### src/rtl/alarm_pkg.sv
// Shared alarm definitions: state encodings, event counter width, saturating increment.
package alarm_pkg;
  localparam logic [1:0] ST_IDLE     = 2'b00;
  localparam logic [1:0] ST_PENDING  = 2'b01;
  localparam logic [1:0] ST_SOUNDING = 2'b10;
  localparam logic [1:0] ST_HOLDOFF  = 2'b11;

  localparam int EVT_W = 8;

  typedef logic [1:0] state_t;

  function automatic logic [EVT_W-1:0] sat_inc(input logic [EVT_W-1:0] v);
    return (v == {EVT_W{1'b1}}) ? v : v + 1'b1;
  endfunction
endpackage

### src/rtl/alarm_tick_gen.sv
// Timer prescaler: counts 0..DIV-1 and flags the last count as a one-cycle tick.
module alarm_tick_gen #(
  parameter int unsigned DIV = 50000
) (
  input  logic clk,
  input  logic rst_n,
  input  logic clr,
  output logic tick
);
  localparam int PW = $clog2(DIV);
  localparam logic [PW-1:0] LAST = PW'(DIV - 1);

  logic [PW-1:0] pre_q;

  always_ff @(posedge clk or negedge rst_n) begin
    if (!rst_n)                      pre_q <= '0;
    else if (clr || pre_q == LAST)   pre_q <= '0;
    else                             pre_q <= pre_q + 1'b1;
  end

  assign tick = (pre_q == LAST);
endmodule

### src/rtl/alarm_siren_ctrl.sv
// Alarm siren sequencer: entry delay, bounded siren, hold-off, disarm, event count.
// Optional flashing beacon enabled by defining ALARM_STROBE_EN.
module alarm_siren_ctrl
  import alarm_pkg::*;
#(
  parameter logic [15:0] TICK_DIV    = 16'd50000,
  parameter logic [7:0]  ENTRY_TICKS = 8'd30,
  parameter logic [7:0]  SIREN_TICKS = 8'd180
) (
  input  logic             CLK,
  input  logic             RST_N,
  input  logic             ALARM,
  input  logic             PANIC,
  input  logic             ENABLE,
  input  logic             DISARM,
  output logic             SIREN,
  output logic             STROBE,
  output logic [1:0]       STATE,
  output logic [EVT_W-1:0] EVENT_CNT
);
  state_t           state_q, state_d;
  logic             tick, entry, expiry;
  logic [7:0]       tcnt_q, tlast;
  logic [EVT_W-1:0] evcnt_q;

  assign tlast  = (state_q == ST_PENDING) ? ENTRY_TICKS - 8'd1 : SIREN_TICKS - 8'd1;
  assign expiry = tick && (tcnt_q == tlast) &&
                  (state_q == ST_PENDING || state_q == ST_SOUNDING);

  always_comb begin
    state_d = state_q;
    case (state_q)
      ST_IDLE: begin
        if (PANIC)                state_d = ST_SOUNDING;
        else if (ENABLE && ALARM) state_d = ST_PENDING;
      end
      ST_PENDING: begin
        if (PANIC)       state_d = ST_SOUNDING;
        else if (DISARM) state_d = ST_IDLE;
        else if (expiry) state_d = ST_SOUNDING;
      end
      ST_SOUNDING: begin
        // Held PANIC keeps the siren going: it outranks both DISARM and expiry.
        if (PANIC)       state_d = ST_SOUNDING;
        else if (DISARM) state_d = ST_IDLE;
        else if (expiry) state_d = ST_HOLDOFF;
      end
      default: begin
        if (PANIC)        state_d = ST_HOLDOFF;
        else if (DISARM)  state_d = ST_IDLE;
        else if (!ALARM)  state_d = ST_IDLE;
      end
    endcase
  end

  assign entry = (state_d != state_q);

  alarm_tick_gen #(.DIV(int'(TICK_DIV))) u_tick (
    .clk   (CLK),
    .rst_n (RST_N),
    .clr   (entry),
    .tick  (tick)
  );

  always_ff @(posedge CLK or negedge RST_N) begin
    if (!RST_N) begin
      state_q <= ST_IDLE;
      tcnt_q  <= '0;
      evcnt_q <= '0;
    end else begin
      state_q <= state_d;
      // Tick counter parks at its last value so a PANIC-extended siren cannot wrap it.
      if (entry)                       tcnt_q <= '0;
      else if (tick && tcnt_q != tlast) tcnt_q <= tcnt_q + 8'd1;
      if (entry && state_d == ST_SOUNDING) evcnt_q <= sat_inc(evcnt_q);
    end
  end

  assign STATE     = state_q;
  assign SIREN     = (state_q == ST_SOUNDING);
  assign EVENT_CNT = evcnt_q;

`ifdef ALARM_STROBE_EN
  logic strobe_q;
  always_ff @(posedge CLK or negedge RST_N) begin
    if (!RST_N)                      strobe_q <= 1'b0;
    else if (state_d != ST_SOUNDING) strobe_q <= 1'b0;
    else if (entry)                  strobe_q <= 1'b1;
    else if (tick)                   strobe_q <= ~strobe_q;
  end
  assign STROBE = strobe_q;
`else
  assign STROBE = 1'b0;
`endif
endmodule

### config.mk
export PLATFORM = sky130hd
export DESIGN_NAME = alarm_siren_ctrl
export DESIGN_NICKNAME = d
export VERILOG_FILES = /design/src/rtl/alarm_pkg.sv /design/src/rtl/alarm_tick_gen.sv /design/src/rtl/alarm_siren_ctrl.sv
export SDC_FILE = /design/constraint.sdc
export NUM_CORES = 1
export LEC_CHECK = 0
export CORE_ASPECT_RATIO = 0.9
export CORE_MARGIN = 2
export CORE_UTILIZATION = 40
export CTS_BUF_LIST = sky130_fd_sc_hd__clkbuf_8
export CTS_CLUSTER_SIZE = 20
export DETAILED_ROUTE_END_ITERATION = 8
export SYNTH_ARGS = -nofsm -noshare
export SYNTH_HDL_FRONTEND = slang
export SYNTH_SLANG_ARGS = --single-unit
export TNS_END_PERCENT = 10
### constraint.sdc
create_clock -name CLK -period 3.5 [get_ports CLK]
set_clock_uncertainty 0.2 [all_clocks]
set_input_delay 0.875 -clock CLK [delete_from_list [all_inputs] [get_ports CLK]]
set_output_delay 0.875 -clock CLK [all_outputs]
set_load 0.05 [all_outputs]
==> results by stage <==
Synthesis:
- The post-synthesis cell type count is 51.
- Yosys attributes the largest share of cell area to dfrtp_1 40%, xnor2_1 8.7%, nor2_1 5.3%, ha_1 4.2%, and3_1 3.0%.
- The average instance in the mapped netlist occupies 9.93 µm².
- Synthesis produced a netlist with a net count of 225.
- During synthesis, Yosys emitted a total of 0 warnings.
- The most used flip-flop cell after synthesis is dfrtp_1.
- Yosys mapped a number of flops with a built-in enable equal to 0.
- In this run the biggest area consumer among cell types represents 40.4% of the synthesized area.
- Counting every instance in the synthesized netlist gives 212.
- For this run, the register share of the synthesized area comes to 40.4%.
- The fraction of registers with async set/reset is 100%.
- Counting flops and latches in the post-synthesis netlist gives 34.
- The cell area after synthesis is 2110 µm².
- The cell type with the largest total area after synthesis is dfrtp_1.

Drt:
- The count of TritonRoute iterations in the first routing pass is 4.
- The detailed router placed 1592 vias in this run.
- For this run, design rule violations remaining after detail routing come to 0.
- In this run, the number of DRC markers left after iteration 0 of detailed routing was 84.
- Using the TritonRoute via totals, the vias-per-cell ratio works out to 5.34.
- The count of nets left with antenna violations once routing finished came out at 0.
- The post-detailed-routing wire length is 4180 µm.
- In the final routed layout, each cell accounts on average for 14.0 µm.

Finish:
- The final antenna diode count is 0.
- The relative area change from synthesis to final layout is 15.8%.
- The total area of sequential cells is 851 µm².
- Fill cells in the final layout number 508.
- The ratio of cells with drive above 1 in the final layout is 12.1%.
- The net count of the finished layout is 243.
- The finished cells cover 2440 µm².
- The area of combinational cells with multiple inputs is 1190 µm².

Worst setup path:
- The startpoint of the lowest-slack register-to-register path is STATE[1].
- STA classifies the critical path startpoint as a register.
- The cell count of the worst reg-to-reg path is 8.
- The worst setup path is captured at an output pin.
- The critical path ends at SIREN.
- STA puts the critical path data required time at 2.42 ns.
- The worst register-to-register path ends at EVENT_CNT[1].
- The critical path starts at STATE[1].
- The class of the most critical setup path is register to output pin.
- At the worst endpoint, the arrival time is 1.94 ns.
- The largest fanout on the critical path is 9.
- The slack of the worst reg-to-reg path is 0.60 ns.

Timing:
- For the final routed database, the setup TNS stands at 0 ns.
- The final worst hold slack is 0.274 ns.
- The maximum clock frequency is 0.332 GHz.
- The slew at the pin with the worst max-slew slack is 0.508 ns.
- The max-slew violation total from the final report came to 0.
- The final setup violation count is 0.
- The final count of hold timing violations is 0.
- The worst-case setup margin in the final layout is 0.489 ns.
- Subtracting the final worst setup slack from the clock period gives 3.01 ns.
- Setup repair after global routing left no endpoint under its margin.
- The post-route fraction of the period consumed by the critical path is 86.0%.
- The worst relative slew slack is 66.0%.

Clock network:
- In this run the number of H-tree levels came out at 2.
- The buffer count from post-CTS setup fixing is 0.
- The count of cells resized by post-cts repair is 0.
- No sink is reached through more buffers than the 2 on the longest clock path.
- The clock slew seen by the registers of the worst setup and hold paths is 0.07 ns.
- The TritonCTS sink count is 34.
- The clock tree root buffer cell is clkbuf_8.
- The clock latency on the worst-skew pair is 0.29 ns.
- Buffers inserted to repair hold after CTS numbered 0.
- TritonCTS built the clock tree.
- Counting the buffers created by CTS gives 5.

GRT:
- The number of global-route vias before repair is 1491.
- Global routing finished with a remaining overflow of 0.
- The global-route usage over all layers is 16.0%.
- The maximum number of pins on one net before global-route repair is 35.
- The global-route wire length before repair is 7190 µm.
- The number of antenna violations at the first check in global routing is 0.

Floorplan:
- The floorplan step set the die height to 72.8 µm.
- The region available for standard cell placement spans 5160 µm².
- The floorplan has 25 rows.
- The starting utilization of the core area is 40.8%.
- The die covers 5860 µm².
- The number of top-level design ports is 18.
- The overall die width is 80.5 µm.

Placement:
- The HPWL after detailed placement is 2920 µm.
- The congestion estimate from routability-driven global placement came to 0.794.
- Before CTS, the worst setup slack after placement is 0.360 ns.
- Input and output buffers added on the ports amount to 16.
- The total cell area at the placement stage is 2320 µm².

Power and ir drop:
- Across the VDD grid, the largest voltage drop is 0.371 mV.
- The design draws 1.60 mW.
- In this run the static leakage power is 1.05 nW.
- Dividing total power by cell area gives a power density of 655 nW/µm².

Hold path:
- The path class of the tightest hold or removal check is register to register.

Outcome:
- The run finished with clean final reports.

Job:
- Max-cap violations in this run came to 0.
worst min path at each step:
stage | start | endpoint | slack [ns] | cells past startpoint
after global routing | u_tick.pre_q[0] | u_tick.pre_q[0] | 0.33 | 1
after floorplan | u_tick.pre_q[0] | u_tick.pre_q[0] | 0.23 | 1
after detailed placement | u_tick.pre_q[0] | u_tick.pre_q[0] | 0.26 | 1
final | u_tick.pre_q[0] | u_tick.pre_q[0] | 0.27 | 1
after CTS | u_tick.pre_q[0] | u_tick.pre_q[0] | 0.27 | 1
after global placement | u_tick.pre_q[0] | u_tick.pre_q[0] | 0.26 | 1
placed cells by master (no fill, tap or decap), types with 2 or more instances in the layout:
cell	instances
xnor2_1	21
nor2_1	30
nor4b_1	2
dfrtp_1	34
nand4_1	8
clkinvlp_4	2
mux2i_1	2
clkbuf_8	5
xor2_1	7
and3_2	2
nor3b_1	2
nand2_1	12
ha_1	7
clkdlybuf4s50_1	16
a21oi_1	3
inv_1	7
nand2b_1	2
and2_1	3
and3_1	10
and4bb_1	2
nand3_1	9
buf_4	2
nor4b_2	2
nor3_1	11
power by group:
part | internal [mW] | switching [mW]
logic | 0.250 | 0.476
registers | 0.447 | 0.0636
clock network | 0.212 | 0.151
total | 0.908 | 0.690
worst max-delay path, stage by stage (launching register included):
cell,delay [ns]
dfrtp_1,0.51
ha_1,0.30
clkdlybuf4s50_1,0.83
registers in the layout, summed over array words and instances (netlist names):
name	count
EVENT_CNT	8
tcnt_q	8
STATE	2
u_tick.pre_q	16
metrics by stage:
| stage | cells | util, % |
|---|---|---|
| global placement | 290 | 45.0 |
| global route | 298 | 47.2 |
| floorplan | 212 | - |
| finish | 298 | 47.2 |
| CTS | 298 | 47.2 |
| detailed placement | 290 | 45.0 |
kinds of logic (layout without fill, tap and decap cells):
kind of cell / Yosys count / after routing / synth area share (%)
simple gates: 107 / 107 / 30.7
flops: 34 / 34 / 40.4
xor+xnor: 28 / 28 / 11.6
compound gates: 17 / 17 / 7.60
buf+inv: 14 / 33 / 3.15
fa+ha+maj: 7 / 7 / 4.16
mux: 4 / 4 / 2.20
other cells: 1 / 1 / 0.178
layout make-up:
cell class	instances	share of cell area, %
inverters	7	1.08
clock inverters	3	1.85
well taps	67	3.44
clock buffers	5	2.82
multi-input cells	164	48.7
flip-flops and latches	34	34.9
repair buffers	18	7.18
metal layers:
metal	track usage [%]	vias up	share of wire [%]
met5	0	-	0
met4	6.78	0	2.2
met3	4.83	8	5.4
met2	22.5	39	42
met1	22.9	766	50
li1	-	779	-
synthesized netlist by cell type (2+ instances only):
| cell type | number |
|---|---|
| a21oi_1 | 3 |
| and2_1 | 3 |
| and3_1 | 10 |
| and3_2 | 2 |
| and4bb_1 | 2 |
| buf_2 | 5 |
| buf_4 | 2 |
| dfrtp_1 | 34 |
| ha_1 | 7 |
| inv_1 | 7 |
| mux2i_1 | 2 |
| nand2_1 | 12 |
| nand2b_1 | 2 |
| nand3_1 | 9 |
| nand4_1 | 8 |
| nor2_1 | 30 |
| nor3_1 | 11 |
| nor3b_1 | 2 |
| nor4b_1 | 2 |
| nor4b_2 | 2 |
| xnor2_1 | 21 |
| xor2_1 | 7 |
(Power assumes the default switching activity.)
